$ cat src/rtl/lcd_bus_driver.sv
// HD44780 8-bit write-only bus driver: runs power-up wait and init ROM, then
// writes one byte per valid/ready handshake with setup/pulse/hold/exec timing.
module lcd_bus_driver #(
  parameter int T_SETUP   = 2,
  parameter int T_PULSE   = 6,
  parameter int T_HOLD    = 2,
  parameter int T_EXEC    = 600,
  parameter int T_CLEAR   = 24000,
  parameter int T_POWERUP = 240000
) (
  input  logic       mclk,
  input  logic       rst,
  input  logic       in_valid,
  input  logic       in_rs,
  input  logic [7:0] in_data,
  output logic       in_ready,
  output logic       init_done,
  output logic       busy,
  output logic       E,
  output logic       RS,
  output logic       RW,
  output logic [7:0] DB
);

  localparam int MAX_A = (T_SETUP > T_PULSE) ? T_SETUP : T_PULSE;
  localparam int MAX_B = (T_HOLD > T_EXEC) ? T_HOLD : T_EXEC;
  localparam int MAX_C = (T_CLEAR > T_POWERUP) ? T_CLEAR : T_POWERUP;
  localparam int MAX_AB = (MAX_A > MAX_B) ? MAX_A : MAX_B;
  localparam int MAX_P = (MAX_AB > MAX_C) ? MAX_AB : MAX_C;
  localparam int CW = $clog2(MAX_P) + 1;

  typedef enum logic [2:0] {
    PWRUP,
    INIT,
    SETUP,
    PULSE,
    HOLD,
    EXEC,
    IDLE
  } state_t;

  state_t          state_q;
  logic [CW-1:0]   count_q;
  logic [CW-1:0]   curLen;
  logic [2:0]      romIdx_q;
  logic            e_q;
  logic            rs_q;
  logic [7:0]      db_q;
  logic            ready_q;
  logic            done_q;
  logic            busy_q;
  logic            lastCycle;
  logic            longWait;

  function automatic logic [7:0] romByte(input logic [2:0] idx);
    case (idx)
      3'd0:    romByte = 8'h38;
      3'd1:    romByte = 8'h0C;
      3'd2:    romByte = 8'h06;
      default: romByte = 8'h01;
    endcase
  endfunction

  // Clear and home need the long execution wait; every other byte uses the short one.
  always_comb begin
    longWait = !rs_q && (db_q[7:2] == 6'd0) && (db_q != 8'd0);
    curLen   = CW'(1);
    case (state_q)
      PWRUP:   curLen = CW'(T_POWERUP);
      SETUP:   curLen = CW'(T_SETUP);
      PULSE:   curLen = CW'(T_PULSE);
      HOLD:    curLen = CW'(T_HOLD);
      EXEC:    curLen = longWait ? CW'(T_CLEAR) : CW'(T_EXEC);
      default: curLen = CW'(1);
    endcase
    lastCycle = (count_q == curLen - CW'(1));
  end

  always_ff @(posedge mclk) begin
    if (rst) begin
      state_q  <= PWRUP;
      count_q  <= '0;
      romIdx_q <= 3'd0;
      e_q      <= 1'b0;
      rs_q     <= 1'b0;
      db_q     <= 8'h00;
      ready_q  <= 1'b0;
      done_q   <= 1'b0;
      busy_q   <= 1'b1;
    end else begin
      // INIT and IDLE have length 1, so the counter sits at 0 there and every state is entered at 0.
      count_q <= lastCycle ? '0 : count_q + CW'(1);
      case (state_q)
        PWRUP: if (lastCycle) state_q <= INIT;
        INIT: begin
          state_q  <= SETUP;
          rs_q     <= 1'b0;
          db_q     <= romByte(romIdx_q);
          romIdx_q <= romIdx_q + 3'd1;
        end
        SETUP: if (lastCycle) begin
          state_q <= PULSE;
          e_q     <= 1'b1;
        end
        PULSE: if (lastCycle) begin
          state_q <= HOLD;
          e_q     <= 1'b0;
        end
        HOLD: if (lastCycle) state_q <= EXEC;
        EXEC: if (lastCycle) begin
          if (romIdx_q == 3'd4) begin
            state_q <= IDLE;
            ready_q <= 1'b1;
            busy_q  <= 1'b0;
            done_q  <= 1'b1;
          end else begin
            state_q <= INIT;
          end
        end
        IDLE: if (in_valid) begin
          state_q <= SETUP;
          rs_q    <= in_rs;
          db_q    <= in_data;
          ready_q <= 1'b0;
          busy_q  <= 1'b1;
        end
        default: state_q <= PWRUP;
      endcase
    end
  end

  assign in_ready  = ready_q;
  assign init_done = done_q;
  assign busy      = busy_q;
  assign E         = e_q;
  assign RS        = rs_q;
  assign RW        = 1'b0;
  assign DB        = db_q;

endmodule

$ cat config.mk
export PLATFORM = sky130hd
export DESIGN_NAME = lcd_bus_driver
export DESIGN_NICKNAME = d
export VERILOG_FILES = /design/src/rtl/lcd_bus_driver.sv
export SDC_FILE = /design/constraint.sdc
export NUM_CORES = 1
export LEC_CHECK = 0
export ABC_AREA = 1
export CAP_MARGIN = 40
export CELL_PAD_IN_SITES_DETAIL_PLACEMENT = 0
export CELL_PAD_IN_SITES_GLOBAL_PLACEMENT = 1
export CORE_UTILIZATION = 40
export DETAILED_ROUTE_END_ITERATION = 10
export PLACE_DENSITY_LB_ADDON = 0.1
export SETUP_SLACK_MARGIN = 0.02
export SLEW_MARGIN = 5
export SYNTH_ARGS = -nofsm -noshare
export SYNTH_HDL_FRONTEND = slang
export SYNTH_SLANG_ARGS = --single-unit
$ cat constraint.sdc
create_clock -name mclk -period 2.1 [get_ports mclk]
set_clock_uncertainty 0.05 [all_clocks]
set_input_delay 0.525 -clock mclk [delete_from_list [all_inputs] [get_ports mclk]]
set_output_delay 0.525 -clock mclk [all_outputs]
set_load 0.005 [all_outputs]
==> reports/metrics.yaml, run 1 <==
synth_seq_area_share: 0.351
finalWirelength_mm: 4.96
ant_nets: 0
power_switching_mw: 0.292
clock-root-buffer: "clkbuf_8"
n_antenna_cell: 0
period_needed_ps: 1900
grt_usage: 0.197
cp.depth: 12
synthArstFlopShare: 0
ys_types: 36
final_layout_size_suffix_gt1_frac: 0.160
worstHoldPathType: "flop to flop"
htreeDepth: 2
wire_per_inst_um: 11.8
criticalPathCategory: "flop to flop"
end_kind: "flop"
grt_pass1_vias: 1844
avgSynthCellArea_sq_um: 6.91
min_period_over_period: 0.904
vias: 1974
critPathArrivalTime_ps: 2020
core-area_sq_um: 5170
worst_ep_required_time_ps: 2220
hold_viol_final: 0
cts.path.max_buffers: 2
r2r_cells: 12
numCtsBuffers: 5
synth_most_common_cell: "nand2_1"
yosys.area.top_type: "dfxtp_1"
p_per_area_nw_per_um2: 496
routed_via_density: 4.71
pwr-share-comb: 0.053
gp_congestion: 0.749
dieArea_sq_um: 5720
cts.clk_slew.worst_paths_ps: 80
seq_power_share: 0.553
io_buffers: 24
leakage_nw: 1.09
setup_viol: 0
crit_chain: "nand2_1, nand2_2, nand2_2, inv_2, nand2_1, nand2_1, nand3_2, nor2_4, nand4_4, nand2_2, buf_12, nor3_1"
synthCells: 314
cp_top_family: "simple AND/OR/NAND/NOR gates"
grt_max_degree: 12
synthTopCellsByCount: "74 x nand2_1, 38 x dfxtp_1, 37 x nor2_1"
critPathLaunchType: "flop"
cp_num_buf_inv: 2
die_w_um: 75.6
drtPass1Iterations: 4
clk_latency_ps: 290
clockPowerShare: 0.394
regToRegSetupSlack_ps: 200
synthesis.nets: 331
yosysTopAreaCellShare: 0.351
rsz0062_at_grt: "no"
tns_ps: 0
max_stage_delay_ps: 470
ys_top_cells_by_area: "dfxtp_1 35%, nand2_1 13%, a21oi_1 6.5%"
initial_utilization: 0.419
critical_path.max_fanout: 9
drtIter0Drc: 103
whs_path_depth: 2
cts.sinks: 38
peakVddDrop_uv: 347
nets: 365
die_h_um: 75.6
cts_tree: "built"
drv_cap: 0
synth_ff_type: "dfxtp_1"
switching_share: 0.221
p_int_mw: 1.03
globalRouteOverflowTotal: 0
pin_count: 26
grt_pass1_wl_mm: 8.48
synth_edf_count: 0
yosysWarnings: 0
slowest_stage: "dfxtp_2"
slew_violations: 0
syn_to_final_growth_pct: 22.8
ys_seq_elements: 38
holdWs_ps: 400
grt_antenna_before_repair: 0
drc: 0
status: "finished clean"
fmax_mhz: 527
hpwlAfterDp_mm: 3.98
cts_setup_buffers: 0
mappedNetlistArea_sq_um: 2170
row_count: 26
per-stage QoR:
stage | utilization | cells | total power [mW] | setup slack (ps) | cell area, sq um
after floorplan | - | 314 | 0.774 | 422 | 2170
after global placement | 0.491 | 411 | 0.818 | 58.1 | 2540
after detailed placement | 0.491 | 411 | 0.818 | 52.4 | 2540
after CTS | 0.509 | 419 | 1.33 | 51.4 | 2630
after global routing | 0.515 | 419 | 1.38 | 33.0 | 2660
final | 0.515 | 419 | 1.32 | 202 | 2660
repair_timing:
action,in CTS,in global routing
gates resized for setup,0,9
endpoints found under the setup margin,0,25
hold buffers,0,0
flip-flops by register name, summed over array words and instances (netlist names), 3 cells and up:
register	flops
romIdx_q	3
state_q	3
count_q	19
DB	8
metal layers:
layer  part of all wire  GRT usage
met1               0.52      0.282
met3              0.027     0.0357
met5                  0          0
met2               0.44      0.302
met4             0.0075     0.0617
power groups by stage:
| stage | logic (mW) | registers (mW) | clock network, mW |
|---|---|---|---|
| 2_1_floorplan | 0.0279 | 0.746 | 0 |
| 3_3_place_gp | 0.0719 | 0.747 | 0 |
| 3_5_place_dp | 0.0709 | 0.747 | 0 |
| 4_1_cts | 0.0710 | 0.730 | 0.533 |
| 5_1_grt | 0.0792 | 0.731 | 0.567 |
| 6_report | 0.0704 | 0.730 | 0.521 |
logic make-up after synthesis:
logic type	Yosys count	synth area share
adders and majority gates	5	0.0289
AOI/OAI and AO/OA	49	0.123
other	1	0.00173
buffers and inverters	44	0.0917
DFF	38	0.351
xor gates and xnor gates	6	0.0242
and+or+nand+nor	171	0.379
area by class of cell:
cell class / count / area [sq um]
clock buffer: 7 / 86.3
fill: 536 / 2510
clock inverter: 1 / 5.00
multi-input combinational: 232 / 1230
timing repair buffer: 34 / 340
tap: 70 / 87.6
inverter: 37 / 144
sequential: 38 / 764
cell usage in the layout (no fill, tap or decap), types with 3 or more instances in the layout:
master,count
buf_4,8
dfxtp_2,3
nand4_1,4
nor2_4,5
nor2_2,4
clkdlybuf4s50_1,24
o21ai_0,13
xor2_1,5
nand2_2,5
dfxtp_1,35
ha_1,5
inv_2,7
nor2_1,35
nand3_2,4
clkbuf_8,6
nor3_1,8
a21oi_1,28
nand2_1,74
nand3_1,23
inv_1,28
path summary, 6_finish.rpt:
| check | startpoint | endpoint |
|---|---|---|
| min | in_ready | in_ready |
| max reg2reg | state_q[0] | count_q[6] |
| max | state_q[0] | count_q[6] |
| min reg2reg | in_ready | in_ready |
tightest hold or removal path: stages (launching register included):
cell and delay (ps):
dfxtp_1 320, inv_1 50, a21oi_1 50
(Power assumes the default switching activity.)
==> inputs of run 2 (changes only) <==
Settings changed: CAP_MARGIN 40 to 20.
==> results of run 2 <==
Same layout as run 1: the final DEF is identical, and so are final timing and power.
